===== config.mk =====
export PLATFORM = sky130hd
export DESIGN_NAME = dsp_sequencer_flat
export DESIGN_NICKNAME = d
export VERILOG_FILES = /design/src/rtl/dsp_sequencer_if.sv /design/src/rtl/dsp_sequencer.sv /design/src/flat_wrapper.sv
export SDC_FILE = /design/constraint.sdc
export NUM_CORES = 1
export LEC_CHECK = 0
export CORE_MARGIN = 5
export CORE_UTILIZATION = 42
export CTS_BUF_LIST = sky130_fd_sc_hd__clkbuf_4 sky130_fd_sc_hd__clkbuf_8 sky130_fd_sc_hd__clkbuf_16
export DETAILED_ROUTE_END_ITERATION = 12
export PLACE_DENSITY = 0.75
export SLEW_MARGIN = 30
export SYNTH_ARGS = -nofsm -noshare
export SYNTH_HDL_FRONTEND = slang
export SYNTH_SLANG_ARGS = --single-unit

===== constraint.sdc =====
create_clock -name clk -period 2.37 [get_ports clk]
set_input_delay 0.3555 -clock clk [delete_from_list [all_inputs] [get_ports clk]]
set_output_delay 0.3555 -clock clk [all_outputs]
set_load 0.02 [all_outputs]

===== src/rtl/dsp_sequencer_if.sv =====
// dsp_sequencer_if: program RAM read port between sequencer and RAM.
// The sequencer drives address/enable; the RAM returns data one cycle later.
`timescale 1ns/1ps
interface dsp_sequencer_if #(
  parameter int INSTR_WIDTH     = 26,
  parameter int PROG_ADDR_WIDTH = 10
);
  logic [PROG_ADDR_WIDTH-1:0] prog_rd_addr;
  logic                       prog_rd_en;
  logic [INSTR_WIDTH-1:0]     prog_rd_data;

  modport master (
    output prog_rd_addr,
    output prog_rd_en,
    input  prog_rd_data
  );

  modport slave (
    input  prog_rd_addr,
    input  prog_rd_en,
    output prog_rd_data
  );
endinterface


===== src/rtl/dsp_sequencer.sv =====
// dsp_sequencer: per-frame instruction fetch/issue for dsp_core.
// Streams a straight-line program from RAM, then drains the core pipeline.
`timescale 1ns/1ps
module dsp_sequencer #(
  parameter int OPCODE_WIDTH      = 6,
  parameter int SAMPLE_ADDR_WIDTH = 10,
  parameter int PARAM_ADDR_WIDTH  = 10,
  parameter int INSTR_WIDTH       = OPCODE_WIDTH
                                  + SAMPLE_ADDR_WIDTH
                                  + PARAM_ADDR_WIDTH,
  parameter int PROG_ADDR_WIDTH   = 10,
  parameter int PIPE_DEPTH        = 5
) (
  input  logic                     clk,
  input  logic                     reset_n,
  input  logic                     frame_start,
  input  logic [PROG_ADDR_WIDTH:0] prog_length,
  dsp_sequencer_if.master          prog,
  output logic [INSTR_WIDTH-1:0]   instruction,
  output logic                     busy,
  output logic                     frame_done,
  output logic                     overrun,
  input  logic                     overrun_clear
);

  localparam int LW = PROG_ADDR_WIDTH + 1;
  localparam int CW = $clog2(PIPE_DEPTH + 2);
  localparam logic [LW-1:0] MAX_LEN =
    LW'(1) << PROG_ADDR_WIDTH;

  typedef enum logic [1:0] {
    S_IDLE,
    S_RUN,
    S_DRAIN
  } state_e;

  state_e                     state_q, state_d;
  logic [LW-1:0]              len_q, len_d;
  logic [PROG_ADDR_WIDTH-1:0] addr_q, addr_d;
  logic                       rd_en_q, rd_en_d;
  logic                       valid_q, valid_d;
  logic [INSTR_WIDTH-1:0]     instr_q, instr_d;
  logic [CW-1:0]              cnt_q, cnt_d;
  logic                       busy_q, busy_d;
  logic                       done_q, done_d;
  logic                       ovr_q, ovr_d;
  logic [LW-1:0]              clamp_len;
  logic                       accept;

  always_comb begin
    state_d = state_q;
    len_d   = len_q;
    addr_d  = addr_q;
    rd_en_d = 1'b0;
    cnt_d   = cnt_q;
    done_d  = 1'b0;
    valid_d = rd_en_q;
    instr_d = valid_q ? prog.prog_rd_data : '0;

    clamp_len = (prog_length > MAX_LEN)
              ? MAX_LEN : prog_length;
    // A tick is welcome when idle or in the final drain cycle.
    accept = frame_start && (!busy_q || done_q);

    unique case (state_q)
      S_RUN: begin
        if ({1'b0, addr_q} == len_q - LW'(1)) begin
          state_d = S_DRAIN;
          cnt_d   = '0;
        end else begin
          addr_d  = addr_q + 1'b1;
          rd_en_d = 1'b1;
        end
      end
      S_DRAIN: begin
        cnt_d  = cnt_q + 1'b1;
        done_d = (cnt_q == CW'(PIPE_DEPTH));
        if (done_q) state_d = S_IDLE;
      end
      default: ;
    endcase

    if (accept) begin
      if (clamp_len != '0) begin
        state_d = S_RUN;
        len_d   = clamp_len;
        addr_d  = '0;
        rd_en_d = 1'b1;
        done_d  = 1'b0;
      end else begin
        done_d  = 1'b1;
      end
    end

    busy_d = (state_d != S_IDLE);

    if (frame_start && !accept) ovr_d = 1'b1;
    else if (overrun_clear)     ovr_d = 1'b0;
    else                        ovr_d = ovr_q;
  end

  always_ff @(posedge clk or negedge reset_n) begin
    if (!reset_n) begin
      state_q <= S_IDLE;
      len_q   <= '0;
      addr_q  <= '0;
      rd_en_q <= 1'b0;
      valid_q <= 1'b0;
      instr_q <= '0;
      cnt_q   <= '0;
      busy_q  <= 1'b0;
      done_q  <= 1'b0;
      ovr_q   <= 1'b0;
    end else begin
      state_q <= state_d;
      len_q   <= len_d;
      addr_q  <= addr_d;
      rd_en_q <= rd_en_d;
      valid_q <= valid_d;
      instr_q <= instr_d;
      cnt_q   <= cnt_d;
      busy_q  <= busy_d;
      done_q  <= done_d;
      ovr_q   <= ovr_d;
    end
  end

  assign prog.prog_rd_addr = addr_q;
  assign prog.prog_rd_en   = rd_en_q;
  assign instruction       = instr_q;
  assign busy              = busy_q;
  assign frame_done        = done_q;
  assign overrun           = ovr_q;

endmodule


===== src/flat_wrapper.sv =====
// flat-port wrapper written by rule: the top's interface ports become plain ports
module dsp_sequencer_flat 
#(
  parameter int OPCODE_WIDTH      = 6,
  parameter int SAMPLE_ADDR_WIDTH = 10,
  parameter int PARAM_ADDR_WIDTH  = 10,
  parameter int INSTR_WIDTH       = OPCODE_WIDTH
                                  + SAMPLE_ADDR_WIDTH
                                  + PARAM_ADDR_WIDTH,
  parameter int PROG_ADDR_WIDTH   = 10,
  parameter int PIPE_DEPTH        = 5
)
  (clk, reset_n, frame_start, prog_length, instruction, busy, frame_done, overrun, overrun_clear, prog_prog_rd_addr, prog_prog_rd_en, prog_prog_rd_data);
  dsp_sequencer_if #(.INSTR_WIDTH(INSTR_WIDTH), .PROG_ADDR_WIDTH(PROG_ADDR_WIDTH)) prog_i ();
  input  logic clk;
  input  logic reset_n;
  input  logic frame_start;
  input  logic [PROG_ADDR_WIDTH:0] prog_length;
  output logic [INSTR_WIDTH-1:0] instruction;
  output logic busy;
  output logic frame_done;
  output logic overrun;
  input  logic overrun_clear;
  output wire logic [$bits(prog_i.prog_rd_addr)-1:0] prog_prog_rd_addr;
  output wire logic [$bits(prog_i.prog_rd_en)-1:0] prog_prog_rd_en;
  input wire logic [$bits(prog_i.prog_rd_data)-1:0] prog_prog_rd_data;
  assign prog_prog_rd_addr = prog_i.prog_rd_addr;
  assign prog_prog_rd_en = prog_i.prog_rd_en;
  assign prog_i.prog_rd_data = prog_prog_rd_data;
  dsp_sequencer #(.OPCODE_WIDTH(OPCODE_WIDTH), .SAMPLE_ADDR_WIDTH(SAMPLE_ADDR_WIDTH), .PARAM_ADDR_WIDTH(PARAM_ADDR_WIDTH), .INSTR_WIDTH(INSTR_WIDTH), .PROG_ADDR_WIDTH(PROG_ADDR_WIDTH), .PIPE_DEPTH(PIPE_DEPTH)) u_core (.clk(clk), .reset_n(reset_n), .frame_start(frame_start), .prog_length(prog_length), .prog(prog_i), .instruction(instruction), .busy(busy), .frame_done(frame_done), .overrun(overrun), .overrun_clear(overrun_clear));
endmodule

==> results of run 1 <==
## per-layer routing
layer,share of wire,routed length [um]
met4,0.034,237
met2,0.52,3660
met5,0,0
met3,0.037,260
met1,0.40,2820
## metrics by stage
stage	total power, mW	std cells
finish	2.33	438
global route	2.42	438
CTS	2.36	434
detailed placement	1.22	415
global placement	1.22	415
floorplan	1.08	254
## kinds of logic after synthesis
| group | synth area share |
|---|---|
| AOI/OAI and AO/OA | 0.131 |
| muxes | 0.0190 |
| adders and majority gates | 0.0279 |
| xor gates and xnor gates | 0.0325 |
| and+or+nand+nor | 0.235 |
| DFF | 0.529 |
| buffers and inverters | 0.0251 |
## power by group
group | switching (mW) | internal (mW)
Sequential | 0.00649 | 0.996
Clock | 0.394 | 0.737
Combinational | 0.0815 | 0.116
## flip-flops by register name, summed over array words and instances (netlist names), 2 cells and up
signal                    cells
u_core.len_q                 11
u_core.state_q                2
u_core.instruction           26
u_core.prog.prog_rd_addr     10
u_core.cnt_q                  3
## cell type report
| cell class | count | area [um^2] |
|---|---|---|
| Fill cell | 503 | 2280 |
| Sequential cell | 57 | 1430 |
| Multi-Input combinational cell | 181 | 1280 |
| Timing Repair Buffer | 98 | 951 |
| Clock buffer | 11 | 145 |
| Clock inverter | 5 | 103 |
| Tap cell | 77 | 96.3 |
| Inverter | 9 | 33.8 |
## final timing paths
kind                                        startpoint                     end  slack, ns
worst max-delay path                   u_core.len_q[3]         u_core.cnt_q[2]       0.08
worst min-delay path                           reset_n  u_core.instruction[22]       0.03
worst max register to register         u_core.len_q[3]         u_core.cnt_q[2]       0.08
worst min register to register  u_core.prog.prog_rd_en          u_core.valid_q       0.39
max in group asynchronous                      reset_n         u_core.len_q[4]       1.73
min in group clk                u_core.prog.prog_rd_en          u_core.valid_q       0.39
## synth_stat cells, types with 3 or more instances
master	count
nor3_1	4
o21ai_0	14
o211ai_1	3
nor2_1	13
nand3_1	7
clkbuf_1	6
and3_1	4
xnor2_1	3
a21oi_1	9
mux2i_1	4
a31o_2	6
nand2_1	24
nand2b_1	10
dfrtp_1	57
and2_1	28
ha_1	6
inv_1	9
nand3b_1	6
xor2_1	7
## placed cells by master, fill, tap and decap left out, types with 2 or more instances in the layout
cell	instances
o211ai_1	3
dfrtp_2	4
and2_1	28
a31o_2	5
clkbuf_8	10
o21ai_1	2
nor4_1	2
a21boi_4	2
inv_1	9
and3_1	4
and3b_1	2
nor3_2	3
a31oi_1	2
bufinv_16	3
ha_1	6
o21ai_0	12
buf_6	2
nand3_1	7
nand2_1	24
nor2_1	13
xor2_1	7
nand3b_1	6
buf_4	15
xnor2_1	3
dfrtp_1	53
nor3_1	2
a32o_1	2
a21oi_1	9
a21o_1	2
mux2i_1	4
nand2b_1	10
clkdlybuf4s50_1	79
## what timing repair did
action,4_1_cts,5_1_grt
buffers inserted,2,4
setup endpoints to repair,12,11
cloned,1,0
resized for setup,3,16
pin swaps,2,10
## worst register-to-register path, cell delays in order (launching register included)
cell	delay [ns]
dfrtp_2	0.46
or4_4	0.54
o211ai_1	0.16
o21ai_1	0.09
o2111a_2	0.18
buf_4	0.16
a21boi_4	0.26
nor3_1	0.10
a211o_1	0.23
==> metrics.txt, run 1 <==
CP Depth 8; CP delay by family, top compound AO/OA/AOI/OAI gates; Tcrit/Tclk final 0.966; Reg clk slew, reported paths 0.07 ns; Hold-fix buffers, CTS 0; Worst-Margin Slew 0.630 ns; Synth Area per Inst 10.6 um^2; Overall Global Routing Usage 0.173; area grow syn2layout 49.8%; Avg Vias per Cell roughly 5.2; final WL approximately 7 mm; Reg2Reg Depth 8; CORE AREA between 6000 and 7000 um^2; initial drt markers 130; DP HPWL 4.97 mm; Tmin final 2.29 ns; Max Transition Viols Final 0; Die Height 90.1 um; RSZ-0062 raised after global routing true; HP Class input pin to async pin; max_cap viols 0; Distinct cells, synth between 40 and 50; Most Used Layer, Global Route met2; met1 usage 0.213; Max VDD drop 0.333 mV; first-pass GRT wire length 11.4 mm; antenna cells 0; post-layout util 0.640; Routed Antenna Nets 0; Crit Path Class flip-flop to flip-flop; flops & latches, synth between 50 and 60; Setup WS pre-CTS -0.0882 ns; Worst Skew 0.00897 ns; final setup fails 0; CP Launch Type flip-flop; slowest CP cell or4_4; Area contributors post-synth dfrtp_1, and2_1, nand2_1; ratio of cells with drive above 1 in the final layout 0.166; Relative slew margins 0.580; clock root cell clkbuf_8; drt drc 0; Hold WS about 0.034 ns; Crit path required time around 2.6 ns; Die W 90.1 um; port bufs 80; Fin. Hold Viols 0; Skew-Pair Late Insertion Delay around 0.33 ns; Die Area 8120 um^2; drt pass-1 iters 4; fmax 0.437 GHz; Wirelength per Cell ~16 um; CTS tree built; ys flop type dfrtp_1; CTS Buffer Depth 2; Post-synth EDFFs 0; vias in the first global route roughly 2300; Synth Warn # 0; TritonCTS Sinks 57; worst-path cell chain or4_4 > o211ai_1 > o21ai_1 > o2111a_2 > buf_4 > a21boi_4 > nor3_1 > a211o_1; crit path buf inv count 1; design area 4040 um^2; DP Area 3660 um^2; initial antenna violation count 0; largest net degree at the start of global routing 32; Syn Std Cell Area 2700 um^2; gr ovfl total 0; grt met3 use 0.0309; Synthesized Nets 301; Layout Nets 403; Pleak 1.82 nW; I/O Pins 81; sequential area share after synthesis 0.529; final setup TNS 0 ns; Initial Util 0.427; outcome finished, final reports clean; via count around 2300; post-synth top area share 0.529; H-tree levels 3; fraction of registers with async set/reset 1.00; CTS buffer count 9; fin worst setup slack 0.0796 ns; crit-path max FO 8; Worst Path Arrival 2.50 ns; synthesized instance count around 250; pwr dens 578 nW/um^2; CP endpoint kind flip-flop; M2 GR Usage 0.287; CP peak stage delay 0.54 ns; num rows 29; cell taking the most area after synthesis dfrtp_1; RD Place Congestion 0.783
(Power assumes the default switching activity.)
==> run 2: changes to the inputs <==
==> constraint.sdc (replaced) <==
create_clock -name clk -period 2 [get_ports clk]
set_input_delay 0.3 -clock clk [delete_from_list [all_inputs] [get_ports clk]]
set_output_delay 0.3 -clock clk [all_outputs]
set_load 0.02 [all_outputs]
==> run 2 against run 1 <==
  * The flow now finishes with violations (setup timing)
  * Global-route usage grew 0.51 points
  * Combinational power grew 24%
  * Critical path depth is the same
  * Clock-buffer cell count shrank 1
  * Via count grew 5.5%
  * Clock power is essentially flat
  * Clock skew shrank 0.0020 ns
  * Sequential share of layout area shrank 2.1 points
  * Core utilization grew 4.0 points
  * Sequential power grew 19%
  * Hold slack gained 0.34 ns
  * Critical path type unchanged
  * Largest cell class unchanged
  * Highest routed layer unchanged
==> metrics.txt, run 2 (synthesized netlist as in run 1, its figures left out) <==
outcome complete, but fails checks (was finished, final reports clean); failing checks setup timing; Max VDD drop 0.378 mV (was 0.333 mV); Tmin final 2.32 ns (was 2.29 ns); Reg clk slew, reported paths 0.06 ns (was 0.07 ns); fin worst setup slack -0.324 ns (was 0.0796 ns); CTS Buffer Depth 2 (unchanged); final setup fails 17 (was 0); Worst Min Path Start u_core.prog.prog_rd_en; Initial Util 0.427 (unchanged); CTS buffer count 9 (unchanged); switching portion of total power 0.211 (was 0.207); Relative slew margins 0.621 (was 0.580); fin cells 466 (was 438); P_sw 541 uW (was 482 uW); worst r2r src u_core.len_q[4] (was u_core.len_q[3]); DP Area 3880 um^2 (was 3660 um^2); drt pass-1 iters 4 (unchanged); CP peak stage delay 0.43 ns (was 0.54 ns); final setup TNS -4.37 ns (was 0 ns); port bufs 80 (unchanged); Clk pwr share 0.441 (was 0.485); Crit path required time 2.22 ns (was 2.58 ns); first-pass GRT wire length 11.7 mm (was 11.4 mm); Fin. Hold Viols 0 (unchanged); design area 4290 um^2 (was 4040 um^2); RD Place Congestion 0.899 (was 0.783); post-layout util 0.680 (was 0.640); Hold WS 0.375 ns (was 0.0344 ns); TritonCTS Sinks 57 (unchanged); slowest CP cell dfrtp_2 (was or4_4); Layout Nets 433 (was 403); CP delay by family, top compound AO/OA/AOI/OAI gates (unchanged); num rows 29 (unchanged); worst-path cell chain nor4_4 > buf_4 > and4_4 > nor3_2 > o31ai_4 > a21boi_4 > o21bai_4 > a211o_1 (was or4_4 > o211ai_1 > o21ai_1 > o2111a_2 > buf_4 > a21boi_4 > nor3_1 > a211o_1); I/O Pins 81 (unchanged); vias in the first global route 2432 (was 2254); leading cell type in the layout, fill and taps excluded clkdlybuf4s50_1 (unchanged); Pleak 1.98 nW (was 1.82 nW); DP HPWL 4.95 mm (was 4.97 mm); Worst-Margin Slew 0.568 ns (was 0.630 ns); initial drt markers 146 (was 130); Worst Path Arrival 2.54 ns (was 2.50 ns); Wirelength per Cell 15.1 um (was 15.9 um); RSZ-0062 raised after global routing true (unchanged); area grow syn2layout 59.2% (was 49.8%); crit-path max FO 5 (was 8); CTS tree built (unchanged); Skew-Pair Late Insertion Delay 0.34 ns (was 0.33 ns); crit path from u_core.len_q[4] (was u_core.len_q[3]); Die Height 90.1 um (unchanged); Routed Antenna Nets 0 (unchanged); Max Transition Viols Final 0 (unchanged); ratio of cells with drive above 1 in the final layout 0.242 (was 0.166); fmax 0.430 GHz (was 0.437 GHz); HP Class flip-flop to flip-flop (was input pin to async pin); drt drc 0 (unchanged); antenna cells 0 (unchanged); H-tree levels 3 (unchanged); Setup WS pre-CTS -0.372 ns (was -0.0882 ns); Avg Vias per Cell 5.14 (was 5.19); initial antenna violation count 0 (unchanged); final WL 7.03 mm (was 6.98 mm); CP endpoint kind flip-flop (unchanged); via count 2397 (was 2273); Worst Skew 0.00697 ns (was 0.00897 ns); Die W 90.1 um (unchanged); filler instances 500 (was 503); max_cap viols 0 (unchanged); DP Cell Count 440 (was 415); Flop pwr share 0.463 (was 0.430); CORE AREA 6310 um^2 (unchanged); Tcrit/Tclk final 1.16 (was 0.966); combinational fraction of design power 0.096 (was 0.085); Largest register FFs 26 (unchanged); Crit Path Class flip-flop to flip-flop (unchanged); CP Launch Type flip-flop (unchanged); Internal 2.03 mW (was 1.85 mW); pwr dens 598 nW/um^2 (was 578 nW/um^2); Die Area 8120 um^2 (unchanged); clock root cell clkbuf_8 (unchanged); Tot Pwr 2.57 mW (was 2.33 mW); gr ovfl total 0 (unchanged); crit path buf inv count 1 (unchanged); largest net degree at the start of global routing 40 (was 32); leading cell types in the layout, fill and taps excluded clkdlybuf4s50_1, dfrtp_1, buf_4, and2_1, nand2_1 (was clkdlybuf4s50_1, dfrtp_1, and2_1, nand2_1, buf_4); Overall Global Routing Usage 0.178 (was 0.173)
[run 2: cell count changes in the layout (fill, tap and decap cells not counted), sizes merged]
cell	before	now
dlygate4sd3	0	1
clkinv	1	2
bufinv	3	2
clkinvlp	1	0
buf	19	48
clkbuf	11	10
[run 2: final timing paths]
path,endpoint,slack [ns],depth (start not counted)
min reg2reg,u_core.valid_q,0.37,0
min,u_core.valid_q,0.37,0
min in group asynchronous,u_core.instruction[0],0.46,2
max in group asynchronous,u_core.len_q[3],0.95,3
max reg2reg,u_core.cnt_q[2],-0.32,8
max,u_core.cnt_q[2],-0.32,8
[run 2: per-layer routing]
metal  GRT usage  vias to the layer above  part of all wire
met5           0                        -                 0
met4      0.0868                        0             0.017
met3      0.0342                       12             0.043
met2       0.302                       59              0.54
met1       0.215                     1182              0.40
li1            -                     1144                 -
[run 2: cell type report]
class	instances	area [um^2]	share of cell area
clock buffers	10	131	0.0306
clock inverters	4	70.1	0.0163
inverters	9	33.8	0.00787
multi-input cells	181	1330	0.311
flip-flops and latches	57	1430	0.333
well taps	77	96.3	0.0225
repair buffers	128	1190	0.279
[run 2: worst register-to-register path, stage by stage, from the launching register on]
cell and delay, ns:
dfrtp_2 0.43, nor4_4 0.40, buf_4 0.19, and4_4 0.22, nor3_2 0.05, o31ai_4 0.32, a21boi_4 0.12, o21bai_4 0.18
a211o_1 0.29
[run 2: power by group through the flow]
| stage | sequential (mW) | combinational [mW] | clock, mW |
|---|---|---|---|
| 2_1_floorplan | 1.25 | 0.0276 | 0 |
| 3_3_place_gp | 1.21 | 0.245 | 0 |
| 3_5_place_dp | 1.21 | 0.247 | 0 |
| 4_1_cts | 1.19 | 0.250 | 1.17 |
| 5_1_grt | 1.19 | 0.263 | 1.22 |
| 6_report | 1.19 | 0.245 | 1.13 |
[run 2: what timing repair did]
item | in CTS | in global routing
hold endpoints to repair | 18 | 0
setup buffers | 7 | 3
resized for setup | 9 | 10
cloned | 1 | 0
setup endpoints to repair | 17 | 17
pin swaps | 5 | 8
hold buffers | 1 | 0
